<file path="src/rtl/rv32i_pkg.sv">
// Shared rv32i definitions: opcode constants, the canonical nop and the fetch FSM states.
// HALT exists only when FETCH_MISALIGN_TRAP_EN is defined.
package rv32i_pkg;

    localparam logic [6:0]  OP_LW     = 7'd3;
    localparam logic [6:0]  OP_SW     = 7'd35;
    localparam logic [6:0]  OP_R      = 7'd51;
    localparam logic [6:0]  OP_B      = 7'd99;
    localparam logic [6:0]  OP_I      = 7'd19;
    localparam logic [6:0]  OP_JAL    = 7'd111;
    localparam logic [6:0]  OP_JALR   = 7'd103;

    localparam logic [31:0] NOP_INSTR = 32'h0000_0013;

    typedef enum logic [1:0] {
        IDLE = 2'd0,
        REQ  = 2'd1,
        HOLD = 2'd2
`ifdef FETCH_MISALIGN_TRAP_EN
        ,
        HALT = 2'd3
`endif
    } fetchState_t;

endpackage

</file>
<file path="src/rtl/fetch_unit_pc_next.sv">
// Combinational next-PC selector: sequential pc+4 or word-aligned redirect target.
// FETCH_MISALIGN_TRAP_EN adds detection of a redirect to a non-word-aligned target.
module pc_next (
    input  logic [31:0] pc,
    input  logic        pcSrc,
    input  logic [31:0] pcTarget,
    output logic [31:0] nextPc
`ifdef FETCH_MISALIGN_TRAP_EN
    ,
    output logic        misTarget
`endif
);

    // Low target bits are dropped; in the trap build a misaligned target never reaches pc anyway.
    assign nextPc = pcSrc ? (pcTarget & ~32'd3) : (pc + 32'd4);

`ifdef FETCH_MISALIGN_TRAP_EN
    assign misTarget = pcSrc && (pcTarget[1:0] != 2'b00);
`endif

endmodule

</file>
<file path="src/rtl/fetch_unit.sv">
// rv32i instruction fetch: PC register, req/ack fetch FSM and the held instruction for decode.
// FETCH_MISALIGN_TRAP_EN enables the sticky misalign flag and the HALT state.
module fetch_unit
    import rv32i_pkg::*;
#(
    parameter logic [31:0] RESET_PC = 32'h0000_0000
) (
    input  logic        clk,
    input  logic        rst_n,
    output logic        imemReq,
    output logic [31:0] imemAddr,
    input  logic        imemAck,
    input  logic [31:0] imemRdata,
    input  logic        stall,
    input  logic        pcSrc,
    input  logic [31:0] pcTarget,
    output logic [31:0] instr,
    output logic [6:0]  op,
    output logic [31:0] pcOut,
    output logic [31:0] pcPlus4,
    output logic        instrValid
`ifdef FETCH_MISALIGN_TRAP_EN
    ,
    output logic        misalign
`endif
);

    fetchState_t state, nextState;
    logic [31:0] pc;
    logic [31:0] nextPc;
    logic        consume;
`ifdef FETCH_MISALIGN_TRAP_EN
    logic        misTarget;
`endif

    pc_next uPcNext (
        .pc       (pc),
        .pcSrc    (pcSrc),
        .pcTarget (pcTarget),
        .nextPc   (nextPc)
`ifdef FETCH_MISALIGN_TRAP_EN
        ,
        .misTarget(misTarget)
`endif
    );

    assign imemAddr = pc;
    assign op       = instr[6:0];
    assign pcPlus4  = pcOut + 32'd4;
    assign consume  = (state == HOLD) && !stall;

    always_ff @(posedge clk or negedge rst_n) begin
        if (!rst_n) state <= IDLE;
        else        state <= nextState;
    end

    always_comb begin
        nextState  = state;
        imemReq    = 1'b0;
        instrValid = 1'b0;
        case (state)
            IDLE: nextState = REQ;
            REQ: begin
                imemReq = 1'b1;
                if (imemAck) nextState = HOLD;
            end
            HOLD: begin
                instrValid = 1'b1;
                if (!stall) begin
`ifdef FETCH_MISALIGN_TRAP_EN
                    nextState = misTarget ? HALT : REQ;
`else
                    nextState = REQ;
`endif
                end
            end
`ifdef FETCH_MISALIGN_TRAP_EN
            HALT: nextState = HALT;
`endif
            default: nextState = IDLE;
        endcase
    end

    // pcOut is captured with the instruction so it keeps naming the held word after pc moves on.
    always_ff @(posedge clk or negedge rst_n) begin
        if (!rst_n) begin
            pc       <= RESET_PC;
            instr    <= NOP_INSTR;
            pcOut    <= RESET_PC;
`ifdef FETCH_MISALIGN_TRAP_EN
            misalign <= 1'b0;
`endif
        end else begin
            if (state == REQ && imemAck) begin
                instr <= imemRdata;
                pcOut <= pc;
            end
            if (consume) begin
`ifdef FETCH_MISALIGN_TRAP_EN
                if (misTarget) misalign <= 1'b1;
                else           pc       <= nextPc;
`else
                pc <= nextPc;
`endif
            end
        end
    end

endmodule

</file>
<file path="config.mk">
export PLATFORM = sky130hd
export DESIGN_NAME = fetch_unit
export DESIGN_NICKNAME = d
export VERILOG_FILES = /design/src/rtl/rv32i_pkg.sv /design/src/rtl/fetch_unit_pc_next.sv /design/src/rtl/fetch_unit.sv
export SDC_FILE = /design/constraint.sdc
export NUM_CORES = 1
export LEC_CHECK = 0
export CAP_MARGIN = 30
export CORE_UTILIZATION = 39
export DETAILED_ROUTE_END_ITERATION = 8
export PLACE_DENSITY = 0.77
export RECOVER_POWER = 100
export SYNTH_ARGS = -nofsm -noshare
export SYNTH_HDL_FRONTEND = slang
export SYNTH_SLANG_ARGS = --single-unit
</file>
<file path="constraint.sdc">
create_clock -name clk -period 2.1 [get_ports clk]
set_clock_uncertainty 0.05 [all_clocks]
set_input_delay 0.63 -clock clk [delete_from_list [all_inputs] [get_ports clk]]
set_output_delay 0.63 -clock clk [all_outputs]
set_load 0.03 [all_outputs]
</file>
* Word-level counts from Yosys, hierarchy flattened
Index checks and enable logic that the tools add are counted.
** Storage, ports and cells
- Bits in read-only memories :: 0
- Bits in writable memories :: 0
- Register bits :: 98
- Input port bits :: 69
- Memories kept :: 0
- Bits in latches :: 0
- Output and inout bits :: 137
- Logic and storage cells :: 21
** Operators by class
- Multiplexer cells :: 6
- Multipliers :: 0
- Divide/modulo/power cells :: 0
- Bitwise operators :: 0
- Order comparisons :: 0
- Reductions and logical operators :: 5
- Eq/ne operators :: 4
- $add $sub $neg :: 2
- Shifts and indexed selects :: 0
** Operators with widths (number)
- $add A32 B3 Y32 const B :: 2
- $mux W32 :: 1
- $pmux W2 S3 :: 1
- $mux W2 :: 2
- $ne A2 B2 Y1 const B :: 2
- $eq A2 B1 Y1 const B :: 1
- $eq A2 B2 Y1 const B :: 1
- $logic_and A1 B1 Y1 :: 2
- $logic_not A2 Y1 :: 1
- $mux W1 :: 2
- $reduce_and A2 Y1 :: 1
- $logic_not A1 Y1 :: 1

* Logic depth before layout (Yosys ltp)
- Word-level depth :: 3
- Mapped depth :: 7
- Mapped depth without buffers :: 6

* Cells and area by module
Synthesis repeated with hierarchy kept, for this count alone.
** Unflattened totals
- Cell total of the unflattened synthesis :: 476
- Area, all modules :: 5283.8 µm²
** By module, submodules not included
- fetch_unit :: cells an instance 301, seq. area each 2456.1 µm², instances 1, area an instance 4262.8 µm²
- pc_next :: cells an instance 175, seq. area each 0.0 µm², instances 1, area an instance 1021.0 µm²

* Worst setup path before layout
Ideal clock, no wire load.
- Kind :: flip-flop to output port
- Start point :: reg pcOut[7]
- End point :: out pcPlus4[31]
- Data required time :: 1.420 ns
- Data arrival time :: 2.138 ns
- Cell stages (with the launch flop) :: 6
- Buffers on the path :: 0
- Path slack :: -0.718 ns
- Path through :: dfrtp_1 -> nand4_1 -> nor4_2 -> nand2_1 -> nor3_1 -> xor2_1
** Between the ends
- Longest elaborated chain between the ends :: 1
** RTL lines
- start: declaration :: RTL line fetch_unit.sv:19 : output logic [31:0] pcOut,
- start signal: assignment :: RTL line fetch_unit.sv:96 : pcOut <= pc;
- $add A32 B3 Y32 :: RTL line fetch_unit.sv:49 : assign pcPlus4 = pcOut + 32'd4;
- end: declaration :: RTL line fetch_unit.sv:20 : output logic [31:0] pcPlus4,
Every way passes these cells.

* Final worst setup path
- Start point :: reg pcOut[2]
- End point :: out pcPlus4[16]
Same word-level chain as after synthesis.

==> impl_metrics.json <==
{
  "status": "finished, violations left",
  "failed_checks": "setup timing",
  "synth_common_cells": "dfrtp_1, mux2_2, nand2_1",
  "ctsRootBufferMaster": "clkbuf_16",
  "io_pins": 206,
  "hold_class": "in -> async",
  "slew_headroom": 0.117,
  "synth_top_area_frac": 0.463,
  "grt_usage": 0.234,
  "critPathRequiredTime_ns": 1.42,
  "ys.flop_type": "dfrtp_1",
  "wire_per_inst_um": 17.0,
  "reg2reg_depth": 5,
  "max_freq_mhz": 369,
  "die_h_um": 114,
  "drive_gt1_frac": 0.347,
  "fp.dieW_um": 114,
  "yosysWarnings": 0,
  "syn_area_um2": 4920,
  "dpl.hpwl_mm": 11.0,
  "avgSynthCellArea_um2": 10.2,
  "vias": 4845,
  "routed_wl_mm": 15.4,
  "grt_antenna_before_repair": 0,
  "firstDrtPassIters": 5,
  "grtUsageMet3": 0.0630,
  "post-route-util": 0.674,
  "place.gp.congestion": 0.871,
  "n_antenna_cell": 0,
  "synthTopCellsByArea": "dfrtp_1, mux2_2, xnor2_1, nand3_1, nand2_1",
  "start_util": 0.404,
  "clkTransAtPathRegs_ns": 0.07,
  "busiest_layer": "met2",
  "ys_ff_latch": 94,
  "cts_buffers": 9,
  "drc_errors": 0,
  "finalSetupTns_ns": -13.40,
  "first_global_vias": 4840,
  "fp.dieArea_um2": 13100,
  "timing.final.hold_violations": 0,
  "worst_pin_slew_ns": 1.32,
  "yosysMostFrequentCell": "dfrtp_1",
  "synthToLayoutAreaGrowth_pct": 66.6,
  "fin_ws_ns": -0.608,
  "met2_usage": 0.395,
  "r2r_slack_ns": 0.12,
  "core_um2": 12200,
  "grt_max_degree": 55,
  "synth_edf_count": 0,
  "synthDistinctLibCells": 52,
  "rsz0062_at_grt": "true",
  "numPortBuffers": 197,
  "first_iter_violations": 269,
  "place_ws_ns": -0.305,
  "leakage_nw": 3.49,
  "globalRoute.totalOverflow": 0,
  "yosys.area.top_type": "dfrtp_1",
  "viasPerCell": 5.34,
  "path_class": "reg -> out",
  "grt_use_met1": 0.280,
  "fin_crit_ns": 2.71,
  "finalSetupViolCount": 59,
  "cts_tree": "built",
  "ant_nets": 0,
  "peakVddDrop_uv": 1030,
  "insertion_delay_ns": 0.35,
  "fillCellCount": 944,
  "holdWs_ns": 0.0972,
  "crit_arrival_ns": 2.03,
  "synth-seq-area-share": 0.479,
  "clockBufferDepth": 2,
  "critPathMaxFanout": 5,
  "r2r_start": "imemAddr[18]$_DFFE_PN0N_",
  "cts-hold-fix-buffers": 0,
  "nNetsFinal": 806,
  "finalCritPeriodShare": 1.29,
  "synthArstFlopShare": 1.00,
  "cp-start-kind": "register",
  "p_per_area_nw_per_um2": 1580,
  "htree_levels": 3,
  "slew_violations": 0,
  "drv_cap": 0,
  "row_count": 40,
  "crit_path_end_kind": "primary output",
  "r2r-end": "imemAddr[31]$_DFFE_PN0N_",
  "synth_cells": 480,
  "grt_pass1_wl_mm": 23.8,
  "cts_sinks": 94
}
==> layer usage <==
| metal | up-vias | wire length, µm |
|---|---|---|
| li1 | 2222 | - |
| met1 | 2378 | 6210 |
| met4 | 0 | 387 |
| met2 | 217 | 7700 |
| met3 | 28 | 1130 |
| met5 | - | 0 |
==> worst max-delay path, cell delays in order, from the launching register on <==
cell	delay, ns
dfrtp_2	0.41
ha_4	0.15
nand4_1	0.21
nor3_2	0.18
buf_4	0.19
nand4_1	0.20
xnor2_4	0.19
buf_6	0.15
==> power breakdown <==
| part | leakage, nW | internal [mW] | switching, mW |
|---|---|---|---|
| sequential | 1.07 | 2.70 | 0.788 |
| combinational | 2.27 | 3.15 | 4.64 |
| clock | 0.155 | 0.988 | 0.703 |
| total | 3.49 | 6.83 | 6.13 |
==> registers in the layout, indices dropped and copies added (netlist names) <==
register  cells
state         2
instr        32
imemAddr     30
pcOut        30
==> cells by family after synthesis <==
group / share of synthesized area
flops: 0.479
buf+inv: 0.0499
simple gates: 0.171
xor+xnor: 0.0499
compound gates: 0.108
mux: 0.136
other cells: 0.000762
fa+ha+maj: 0.00509
==> layout make-up <==
cell class,instances,area (µm²),area share
Tap cell,168,210,0.0257
Timing Repair Buffer,278,2420,0.295
Sequential cell,94,2380,0.290
Clock buffer,11,253,0.0308
Clock inverter,5,57.6,0.00703
Multi-Input combinational cell,341,2840,0.346
Inverter,11,41.3,0.00504
==> worst max path at each step <==
stage             endpoint                  start  slack [ns]  cells past startpoint
3_3_place_gp   pcPlus4[31]  pcOut[18]$_DFFE_PN0P_       -0.26                      6
3_5_place_dp   pcPlus4[31]  pcOut[18]$_DFFE_PN0P_       -0.31                      6
4_1_cts        pcPlus4[31]  pcOut[16]$_DFFE_PN0P_       -0.64                      6
2_1_floorplan  pcPlus4[31]   pcOut[8]$_DFFE_PN0P_       -0.31                      5
5_1_grt        pcPlus4[30]  pcOut[15]$_DFFE_PN0P_       -0.70                      8
6_report       pcPlus4[16]   pcOut[2]$_DFFE_PN0P_       -0.61                      7
==> cells in the final DEF, fill, tap and decap left out, types with 13 or more instances in the layout <==
master,synthesis,layout
nand4_1,13,13
nor2_1,25,17
o21ai_0,27,27
clkdlybuf4s50_1,0,88
clkbuf_2,0,23
clkbuf_1,18,23
a21oi_1,23,23
dlygate4sd2_1,0,60
buf_6,1,36
buf_4,13,40
mux2_2,56,56
nand3_1,32,22
dfrtp_1,91,72
dfrtp_2,0,19
nand2_1,38,33
==> through the flow <==
step	std cells	power, mW	instance area [µm²]
6_report	908	13.0	8190
5_1_grt	908	13.6	8190
4_1_cts	901	13.2	8260
3_5_place_dp	879	11.7	7770
3_3_place_gp	879	11.5	7770
2_1_floorplan	485	8.11	5260
==> timing repair <==
item	in CTS	in global routing
hold endpoints to repair	0	0
gates resized for setup	123	50
buffers inserted	7	9
pin swaps	14	16
endpoints found under the setup margin	94	44
Power figures use the tool's default switching activity.
